`config.mk`:
```
export PLATFORM = sky130hd
export DESIGN_NAME = ioctl_mem_loader
export DESIGN_NICKNAME = d
export VERILOG_FILES = /design/src/rtl/loader_pkg.sv /design/src/rtl/ioctl_mem_loader_fifo.sv /design/src/rtl/ioctl_mem_loader.sv
export SDC_FILE = /design/constraint.sdc
export NUM_CORES = 1
export LEC_CHECK = 0
export BUFFER_PORTS_ARGS = -buffer_cell sky130_fd_sc_hd__buf_2
export CELL_PAD_IN_SITES_DETAIL_PLACEMENT = 1
export CELL_PAD_IN_SITES_GLOBAL_PLACEMENT = 1
export CORE_ASPECT_RATIO = 1.5
export CORE_MARGIN = 3
export CORE_UTILIZATION = 47
export DETAILED_ROUTE_END_ITERATION = 6
export PLACE_DENSITY_LB_ADDON = 0.1
export SYNTH_ARGS = -nofsm -noshare
export SYNTH_HDL_FRONTEND = slang
export SYNTH_SLANG_ARGS = --single-unit
export TNS_END_PERCENT = 100
```
`constraint.sdc`:
```
create_clock -name clk_sys -period 6.69 [get_ports clk_sys]
set_input_delay 0.3345 -clock clk_sys [delete_from_list [all_inputs] [get_ports clk_sys]]
set_output_delay 0.3345 -clock clk_sys [all_outputs]
set_load 0.1 [all_outputs]
```
`src/rtl/loader_pkg.sv`:
```
// Shared types and constants for the ioctl download-to-memory loader.
// Optional LOADER_CHECKSUM_EN build option is consumed by ioctl_mem_loader.
package loader_pkg;

  typedef enum logic [1:0] {
    IDLE  = 2'd0,
    LOAD  = 2'd1,
    DRAIN = 2'd2,
    HOLD  = 2'd3
  } loader_state_t;

  localparam logic [7:0] CMOS_INDEX_DEFAULT = 8'hFF;

  // Select/counter width that never collapses to zero bits.
  function automatic int clog2_min1(input int n);
    return (n <= 2) ? 1 : $clog2(n);
  endfunction

endpackage

```
`src/rtl/ioctl_mem_loader_fifo.sv`:
```
// Small synchronous FIFO with first-word fall-through read; push and pop
// in the same cycle are both honoured even when full.
module loader_fifo #(
  parameter int WIDTH = 33,
  parameter int DEPTH = 4
) (
  input  logic             i_clk,
  input  logic             i_srst,
  input  logic             i_push,
  input  logic             i_pop,
  input  logic [WIDTH-1:0] i_wr_data,
  output logic [WIDTH-1:0] o_rd_data,
  output logic             o_full,
  output logic             o_empty
);

  localparam int PTR_W = $clog2(DEPTH);

  logic [WIDTH-1:0] r_mem [DEPTH];
  logic [PTR_W-1:0] r_wr_ptr;
  logic [PTR_W-1:0] r_rd_ptr;
  logic [PTR_W:0]   r_count;
  logic             w_do_push;
  logic             w_do_pop;

  assign o_full    = (r_count == (PTR_W+1)'(DEPTH));
  assign o_empty   = (r_count == '0);
  assign w_do_pop  = i_pop && !o_empty;
  assign w_do_push = i_push && (!o_full || w_do_pop);
  assign o_rd_data = r_mem[r_rd_ptr];

  always_ff @(posedge i_clk) begin
    if (w_do_push) r_mem[r_wr_ptr] <= i_wr_data;
  end

  always_ff @(posedge i_clk) begin
    if (i_srst) begin
      r_wr_ptr <= '0;
      r_rd_ptr <= '0;
      r_count  <= '0;
    end else begin
      if (w_do_push) r_wr_ptr <= r_wr_ptr + 1'b1;
      if (w_do_pop)  r_rd_ptr <= r_rd_ptr + 1'b1;
      case ({w_do_push, w_do_pop})
        2'b10:   r_count <= r_count + 1'b1;
        2'b01:   r_count <= r_count - 1'b1;
        default: r_count <= r_count;
      endcase
    end
  end

endmodule

```
`src/rtl/ioctl_mem_loader.sv`:
```
// Buffers data_io download bytes, relocates them per image index and writes
// one byte per mem_sync slot; sequences the core reset. Option: LOADER_CHECKSUM_EN.
module ioctl_mem_loader
  import loader_pkg::*;
#(
  parameter int         ADDR_W      = 25,
  parameter int         FIFO_DEPTH  = 4,
  parameter int         NUM_REGIONS = 4,
  parameter int         RESET_HOLD  = 4095,
  parameter logic [7:0] CMOS_INDEX  = CMOS_INDEX_DEFAULT
) (
  input  logic                          clk_sys,
  input  logic                          reset,
  input  logic                          ioctl_download,
  input  logic [7:0]                    ioctl_index,
  input  logic                          ioctl_wr,
  input  logic [ADDR_W-1:0]             ioctl_addr,
  input  logic [7:0]                    ioctl_dout,
  input  logic [NUM_REGIONS*ADDR_W-1:0] region_base,
  input  logic                          mem_sync,
  input  logic                          cfg_change,
  output logic                          loader_active,
  output logic                          loader_we,
  output logic [ADDR_W-1:0]             loader_addr,
  output logic [7:0]                    loader_data,
  output logic                          core_reset_req,
  output logic                          overflow,
  output logic                          unmapped,
  output logic [15:0]                   checksum
);

  localparam int              SEL_W     = clog2_min1(NUM_REGIONS);
  localparam int              CNT_W     = clog2_min1(RESET_HOLD + 1);
  localparam logic [CNT_W-1:0] HOLD_LOAD = CNT_W'(RESET_HOLD);
  localparam logic [8:0]      NUM_REG_L = 9'(NUM_REGIONS);

  loader_state_t     r_state;
  logic [CNT_W-1:0]  r_hold_cnt;
  logic              r_loader_active;
  logic              r_core_reset_req;
  logic              r_loader_we;
  logic [ADDR_W-1:0] r_loader_addr;
  logic [7:0]        r_loader_data;
  logic              r_overflow;
  logic              r_unmapped;
  logic              r_dl_prev;

  logic              w_dl_rise;
  logic              w_in_range;
  logic              w_accept;
  logic              w_unmapped_hit;
  logic              w_overflow_hit;
  logic [SEL_W-1:0]  w_sel;
  logic [ADDR_W-1:0] w_base;
  logic [ADDR_W+7:0] w_entry;
  logic [ADDR_W+7:0] w_fifo_rd;
  logic              w_full;
  logic              w_empty;
  logic              w_push;
  logic              w_pop;

  assign w_dl_rise      = ioctl_download && !r_dl_prev;
  assign w_in_range     = ({1'b0, ioctl_index} < NUM_REG_L);
  assign w_accept       = ioctl_wr && ioctl_download && w_in_range;
  assign w_unmapped_hit = ioctl_wr && ioctl_download && !w_in_range && (ioctl_index != CMOS_INDEX);
  assign w_sel          = ioctl_index[SEL_W-1:0];
  assign w_base         = region_base[32'(w_sel)*ADDR_W +: ADDR_W];
  assign w_entry        = {w_base + ioctl_addr, ioctl_dout};
  assign w_pop          = mem_sync && !w_empty;
  // A full FIFO still takes a byte when the same cycle frees a slot.
  assign w_push         = w_accept && (!w_full || w_pop);
  assign w_overflow_hit = w_accept && w_full && !w_pop;

  loader_fifo #(
    .WIDTH(ADDR_W + 8),
    .DEPTH(FIFO_DEPTH)
  ) u_fifo (
    .i_clk    (clk_sys),
    .i_srst   (reset),
    .i_push   (w_push),
    .i_pop    (w_pop),
    .i_wr_data(w_entry),
    .o_rd_data(w_fifo_rd),
    .o_full   (w_full),
    .o_empty  (w_empty)
  );

  always_ff @(posedge clk_sys) begin
    if (reset) begin
      r_loader_we   <= 1'b0;
      r_loader_addr <= '0;
      r_loader_data <= '0;
    end else if (mem_sync) begin
      if (!w_empty) begin
        r_loader_we   <= 1'b1;
        r_loader_addr <= w_fifo_rd[ADDR_W+7:8];
        r_loader_data <= w_fifo_rd[7:0];
      end else begin
        r_loader_we   <= 1'b0;
      end
    end
  end

  always_ff @(posedge clk_sys) begin
    if (reset) begin
      r_dl_prev  <= 1'b0;
      r_overflow <= 1'b0;
      r_unmapped <= 1'b0;
    end else begin
      r_dl_prev  <= ioctl_download;
      r_overflow <= (r_overflow && !w_dl_rise) || w_overflow_hit;
      r_unmapped <= (r_unmapped && !w_dl_rise) || w_unmapped_hit;
    end
  end

  // Outputs are registered alongside the state so they track it exactly.
  always_ff @(posedge clk_sys) begin
    if (reset) begin
      r_state          <= IDLE;
      r_hold_cnt       <= HOLD_LOAD;
      r_loader_active  <= 1'b0;
      r_core_reset_req <= 1'b1;
    end else begin
      case (r_state)
        IDLE: begin
          if (ioctl_download) begin
            r_state          <= LOAD;
            r_loader_active  <= 1'b1;
            r_core_reset_req <= 1'b1;
          end else if (cfg_change) begin
            r_state          <= HOLD;
            r_hold_cnt       <= HOLD_LOAD;
            r_core_reset_req <= 1'b1;
          end else begin
            r_loader_active  <= 1'b0;
            r_core_reset_req <= 1'b0;
          end
        end
        LOAD: begin
          if (!ioctl_download) r_state <= DRAIN;
        end
        DRAIN: begin
          if (ioctl_download) begin
            r_state <= LOAD;
          end else if (mem_sync && w_empty && !r_loader_we) begin
            r_state         <= HOLD;
            r_hold_cnt      <= HOLD_LOAD;
            r_loader_active <= 1'b0;
          end
        end
        HOLD: begin
          if (ioctl_download) begin
            r_state         <= LOAD;
            r_loader_active <= 1'b1;
          end else if (cfg_change) begin
            r_hold_cnt <= HOLD_LOAD;
          end else begin
            r_hold_cnt <= r_hold_cnt - 1'b1;
            if (r_hold_cnt <= CNT_W'(1)) begin
              r_state          <= IDLE;
              r_hold_cnt       <= '0;
              r_core_reset_req <= 1'b0;
            end
          end
        end
        default: begin
          r_state          <= IDLE;
          r_loader_active  <= 1'b0;
          r_core_reset_req <= 1'b0;
        end
      endcase
    end
  end

`ifdef LOADER_CHECKSUM_EN
  logic [15:0] r_checksum;

  always_ff @(posedge clk_sys) begin
    if (reset) begin
      r_checksum <= '0;
    end else begin
      r_checksum <= (w_dl_rise ? 16'h0000 : r_checksum) + (w_push ? {8'h00, ioctl_dout} : 16'h0000);
    end
  end

  assign checksum = r_checksum;
`else
  assign checksum = 16'h0000;
`endif

  assign loader_active  = r_loader_active;
  assign loader_we      = r_loader_we;
  assign loader_addr    = r_loader_addr;
  assign loader_data    = r_loader_data;
  assign core_reset_req = r_core_reset_req;
  assign overflow       = r_overflow;
  assign unmapped       = r_unmapped;

endmodule

```
# Word-level counts from Yosys, hierarchy flattened
# Memories as Yosys holds them, arrays and structs flattened. A register that Yosys moved wholly into a read port is not among the register bits.
# Cells that the tools add are included.
op_classes:
  n_reduce_logical: 36
  add_sub_neg: 6
  n_lt_le_gt_ge: 2
  multipliers: 1
  n_bitwise: 1
  mux: 33
  eq_ne: 21
  n_shift: 1
ops:
  columns: ["operator", "count"]
  rows:
  - ["$shiftx 100x8->25", 1]
  - ["$mux 12", 7]
  - ["$pmux 12 s3", 1]
  - ["$add 25x25->25", 1]
  - ["$ne 2x2->1 const B", 9]
  - ["$mux 2", 8]
  - ["$logic_and 1x1->1", 15]
  - ["$ne 3x3->1 const B", 5]
  - ["$mux 1", 13]
  - ["$le 12x1->1 const B", 1]
  - ["$sub 12x1->12 const B", 1]
  - ["$reduce_and 5->1", 2]
  - ["$lt 8x3->1 const B", 1]
  - ["$ne 8x8->1 const B", 1]
  - ["$pmux 2 s4", 1]
  - ["$logic_not 1->1", 7]
  - ["$mul 2x5->7 const B", 1]
  - ["$eq 2x2->1 const B", 3]
  - ["$pmux 3 s2", 1]
  - ["$reduce_and 6->1", 1]
  - ["$add 2x1->2 const B", 2]
  - ["$eq 2x1->1 const B", 2]
  - ["$logic_or 1x1->1", 4]
  - ["$reduce_and 4->1", 1]
  - ["other kinds (11)", 12]
word_totals:
  ramBits: 132
  wordCells: 113
  output_inout_bits: 54
  in_bits: 147
  reg_bits: 27
  mem_count: 1
mem_list:
  columns: ["memory", "words", "width", "rd", "rd_clocked_by_memory_dff", "wr", "line_no", "source"]
  rows:
  - ["u_fifo.r_mem", 4, 33, 1, 1, 1, "ioctl_mem_loader_fifo.sv:19", "logic [WIDTH-1:0] r_mem [DEPTH];"]

# Longest topological paths before layout
logic_depth:
  ltp_word: 8
  depth_mapped: 12
  mapped_depth_nobuf: 10

# By module
# A second synthesis with hierarchy kept.
hier_totals:
  hier_cells: 744
  area_unflattened_um2: 9562.9
modules_own_cells:
  columns: ["mod", "area_per_inst_um2", "seq_area_each_um2", "cells_per_inst", "n_inst"]
  rows:
  - ["loader_fifo", 5302.6, 4144.0, 227, 1]
  - ["ioctl_mem_loader", 4260.3, 1061.0, 517, 1]

# Worst setup path after synthesis
# No wires, ideal clock.
synth_timing:
  path_kind: "in2reg"
  start: "in ioctl_index[0]"
  end: "mem u_fifo.r_mem[0][29], data pin"
  n_path_buf: 2
  setup_ns: 0.271
  arrival_ns: 3.432
  slack_ns: 2.987
  stages: 11
  t_required_ns: 6.419
  path_cell_list: "clkbuf_1 -> buf_2 -> mux4_2 -> ha_1 -> a21oi_1 -> o21ai_0 -> and2_1 -> a311o_2 -> and4b_4 -> o41a_1 -> xor2_1"
synth_between:
  elab_chain_len: 3
synth_rtl:
  columns: ["element", "line_no", "source"]
  rows:
  - ["start: declaration", "ioctl_mem_loader.sv:15", "input logic [7:0] ioctl_index,"]
  - ["$mul 2x5->7", "ioctl_mem_loader.sv:67", "assign w_base = region_base[32'(w_sel)*ADDR_W +: ADDR_W];"]
  - ["$shiftx 100x8->25", "ioctl_mem_loader.sv:67", null]
  - ["$add 25x25->25", "ioctl_mem_loader.sv:68", "assign w_entry = {w_base + ioctl_addr, ioctl_dout};"]
  - ["named net u_fifo.i_wr_data[29]", "ioctl_mem_loader_fifo.sv:11", "input logic [WIDTH-1:0] i_wr_data,"]
  - ["end: declaration", "ioctl_mem_loader_fifo.sv:19", null]
# The timed path passes the listed nets, and every way through them passes these cells.

# Final worst setup path
layout_timing:
  start: "in ioctl_index[0]"
  end: "mem u_fifo.r_mem[3][26], data pin"
# Same word-level chain as after synthesis.

==> flow_summary_export.csv <==
group,metric,value,unit
drt,routed-via-count,6404,
place,port_buffers,184,
final_layout,syn_to_final_growth,17.8,%
timing,drv_slew,0,
yosys,number_of_enable_type_register_cells_in_the_synthesized_netlist,132,
cts,cts.repair_timing.setup_buffer_count,0,
die,core_area,19200,µm²
cts,tritoncts,"done",
pwr,static-leakage-power,4.05,nW
grt,gr_util_all_layers,0.208,
drt,firstDrtPassIters,5,
timing,finalCriticalPeriod,3.79,ns
yosys,ys_ff_latch,192,
drt,wl,22000,µm
critical_path,timing.critical_path.slowest_cell_delay,0.64,ns
yosys,synthMostInstantiatedCell,"edfxtp_1",
critical_path,worstPathRequired,6.84,ns
die,die_x,121,µm
final_layout,n_fill_cell,2062,
critical_path,critical_path.n_buffers_inverters,1,
cts,ctsRootBufferMaster,"clkbuf_16",
timing,layout_worst_path_cycle_share,0.566,
timing,holdWs,0.129,ns
timing,maxSlewHeadroom,0.199,
timing,timing.final.hold_violations,0,
grt,grt_start_max_net_pins,61,
timing,total_of_endpoints_with_negative_setup_slack_in_the_final_report,0,
critical_path,timing.critical_path.fanout_max,26,
min_path,holdCritPathClass,"in2reg",
yosys,synth_cell_count_leaders,"132 x edfxtp_1, 91 x nand2_1, 63 x a21oi_1",
cts,sinks_on_clock_net,192,
timing,rsz0062_at_grt,"false",
yosys,yosys_warnings,0,
timing,fin_ws,2.90,ns
yosys,postSynth.asyncResetShare,0,
drt,initialDrtViolationCount,314,
drt,drc,0,
outcome,run_status,"finished clean",
cts,postCtsResizedCells,0,
pwr,design_power_total,2.79,mW
cts,cts.path.max_buffers,2,
job,max-cap-violations,0,
place,detailedPlace.worstSlack,2.43,ns
drt,detail_route.vias_per_cell,5.57,
critical_path,ordered_cell_list_for_the_critical_path,"buf_2, mux4_2, ha_1, fa_1, a211oi_1, o21ai_0, a221o_1, a21o_1, a31oi_1, o21ai_0, xor2_1",
drt,post_drt_wl_per_cell,19.1,µm
die,rows,62,
timing,achievable-frequency,0.264,GHz
grt,antenna_found_initial,0,
critical_path,critical-path-top-cell-by-count,"o21ai_0",
final_layout,nets,1064,
cts,post_cts_hold_buffer_count,0,
die,top_ports,201,
place,placed_area,10300,µm²
yosys,yosys-top-cells-area,"edfxtp_1 43%, mux4_2 14%, dfxtp_1 13%, ha_1 4.7%, nand2_1 3.7%",
die,fp.dieH,178,µm
yosys,synthesis.instances,710,
yosys,post_syn_area,9270,µm²
critical_path,cp_endpoint_kind,"flop",
yosys,synth-seq-area-share,0.557,
grt,grt_pass1_wl,34800,µm
critical_path,cpLargestDelayFamily,"compound AO/OA/AOI/OAI gates",
critical_path,setup.worst_path.start_class,"primary input",
cts,path_clk_slew,0.07,ns
cts,cts-htree-levels,4,
place,dp_hpwl,15300,µm
place,gp_congestion,0.744,
final_layout,ratio_of_cells_with_drive_above_1_in_the_final_layout,0.323,
critical_path,slowest_stage_cell_cp,"buf_2",
timing,worst_clock_skew,0.00996,ns
timing,worst_slew_pin_slew,1.20,ns
drt,detail-route-antenna-nets,0,
yosys,syn_area_cell,13.0,µm²
final_layout,antenna-diode-count,0,
critical_path,worst-endpoint-arrival,3.94,ns
timing,finalSetupTns,0,ns
pwr,power.density_cell_area,256,nW/µm²
final_layout,finish.cell_count_without_fillers,1149,
place,placed_cells_incl_taps,1117,
critical_path,criticalPathCategory,"in2reg",
cts,cts-buffers-inserted,17,
grt,grt-ovfl-total,0,
final_layout,finish.instance_area,10900,µm²
cts,later_pin_clock_latency_in_the_skew_report,0.42,ns
die,floorplan.initialDensity,0.482,
grt,grt_pass1_vias,6967,
yosys,yosysTopAreaCell,"edfxtp_1",
pwr,vdd_ir_drop_max,0.159,mV
final_layout,finish.utilization,0.567,
yosys,yosys.area.top_type_share,0.428,
yosys,ys_types,55,
die,design.die.area,21500,µm²
yosys,synth_ff_type,"edfxtp_1",
power by group:
group,internal (mW),leakage (nW),total [mW],switching (mW)
Sequential,1.33,1.67,1.34,0.00794
Combinational,0.162,2.09,0.453,0.291
Clock,0.556,0.282,1.00,0.445
Total,2.05,4.05,2.79,0.744
final timing paths:
kind / start / endpoint / slack, ns / depth (start not counted)
worst max-delay path: ioctl_index[0] / u_fifo.r_mem[3][26] / 2.90 / 11
worst max register to register: u_fifo.r_count[0] / u_fifo.r_count[2] / 3.74 / 10
worst min register to register: loader_data[4] / loader_data[4] / 0.45 / 2
worst min-delay path: ioctl_dout[4] / u_fifo.r_mem[3][4] / 0.13 / 1
worst register-to-register path: stages (launching register included):
cell and delay, ns:
dfxtp_1 0.40, nor3_1 0.09, nand2b_1 0.15, buf_4 0.26, inv_2 0.60, ha_1 0.32, inv_1 0.06, fa_1 0.38
xor2_1 0.17, or3_1 0.31, a21oi_1 0.14
sequential cells by signal, indices dropped and copies added, names as in the netlist:
| name | count |
|---|---|
| u_fifo.r_mem | 132 |
| loader_addr | 25 |
| r_hold_cnt | 12 |
| loader_data | 8 |
| u_fifo.r_count | 3 |
| r_state | 2 |
| u_fifo.r_rd_ptr | 2 |
| u_fifo.r_wr_ptr | 2 |
| core_reset_req | 1 |
| loader_active | 1 |
| loader_we | 1 |
| overflow | 1 |
| r_dl_prev | 1 |
| unmapped | 1 |
placed cells by master (no fill, tap or decap), types with 17 or more instances in the layout:
master,count
a21oi_1,63
buf_2,184
clkbuf_16,17
dfxtp_1,58
edfxtp_1,132
ha_1,35
inv_1,17
mux4_2,58
nand2_1,91
nor2_1,33
o21ai_0,27
final cells by class:
cell class,count,area (µm²),area share
well taps,256,320,0.0293
clock inverters,15,159,0.0146
multi-input cells,465,3840,0.352
repair buffers,186,936,0.0857
clock buffers,17,425,0.0390
flip-flops and latches,192,5170,0.473
inverters,18,67.6,0.00619
layer usage:
metal  vias to the layer above  routed length [µm]  part of all wire  track usage
met5                         -                   0                 0            0
met4                         0                 283             0.013       0.0591
met3                        16                1010             0.046       0.0351
met2                       193               12100              0.55        0.395
met1                      3197                8590              0.39        0.238
li1                       2998                   -                 -            -
cells by family after synthesis:
kind of cell | count (synthesis) | synth area share
AOI/OAI and AO/OA | 143 | 0.0967
xor gates and xnor gates | 28 | 0.0265
adders and majority gates | 37 | 0.0516
buffers and inverters | 68 | 0.0347
DFF | 192 | 0.557
muxes | 60 | 0.143
other | 1 | 0.000405
and+or+nand+nor | 181 | 0.0895
No activity file was read; power rests on OpenSTA's default activity.
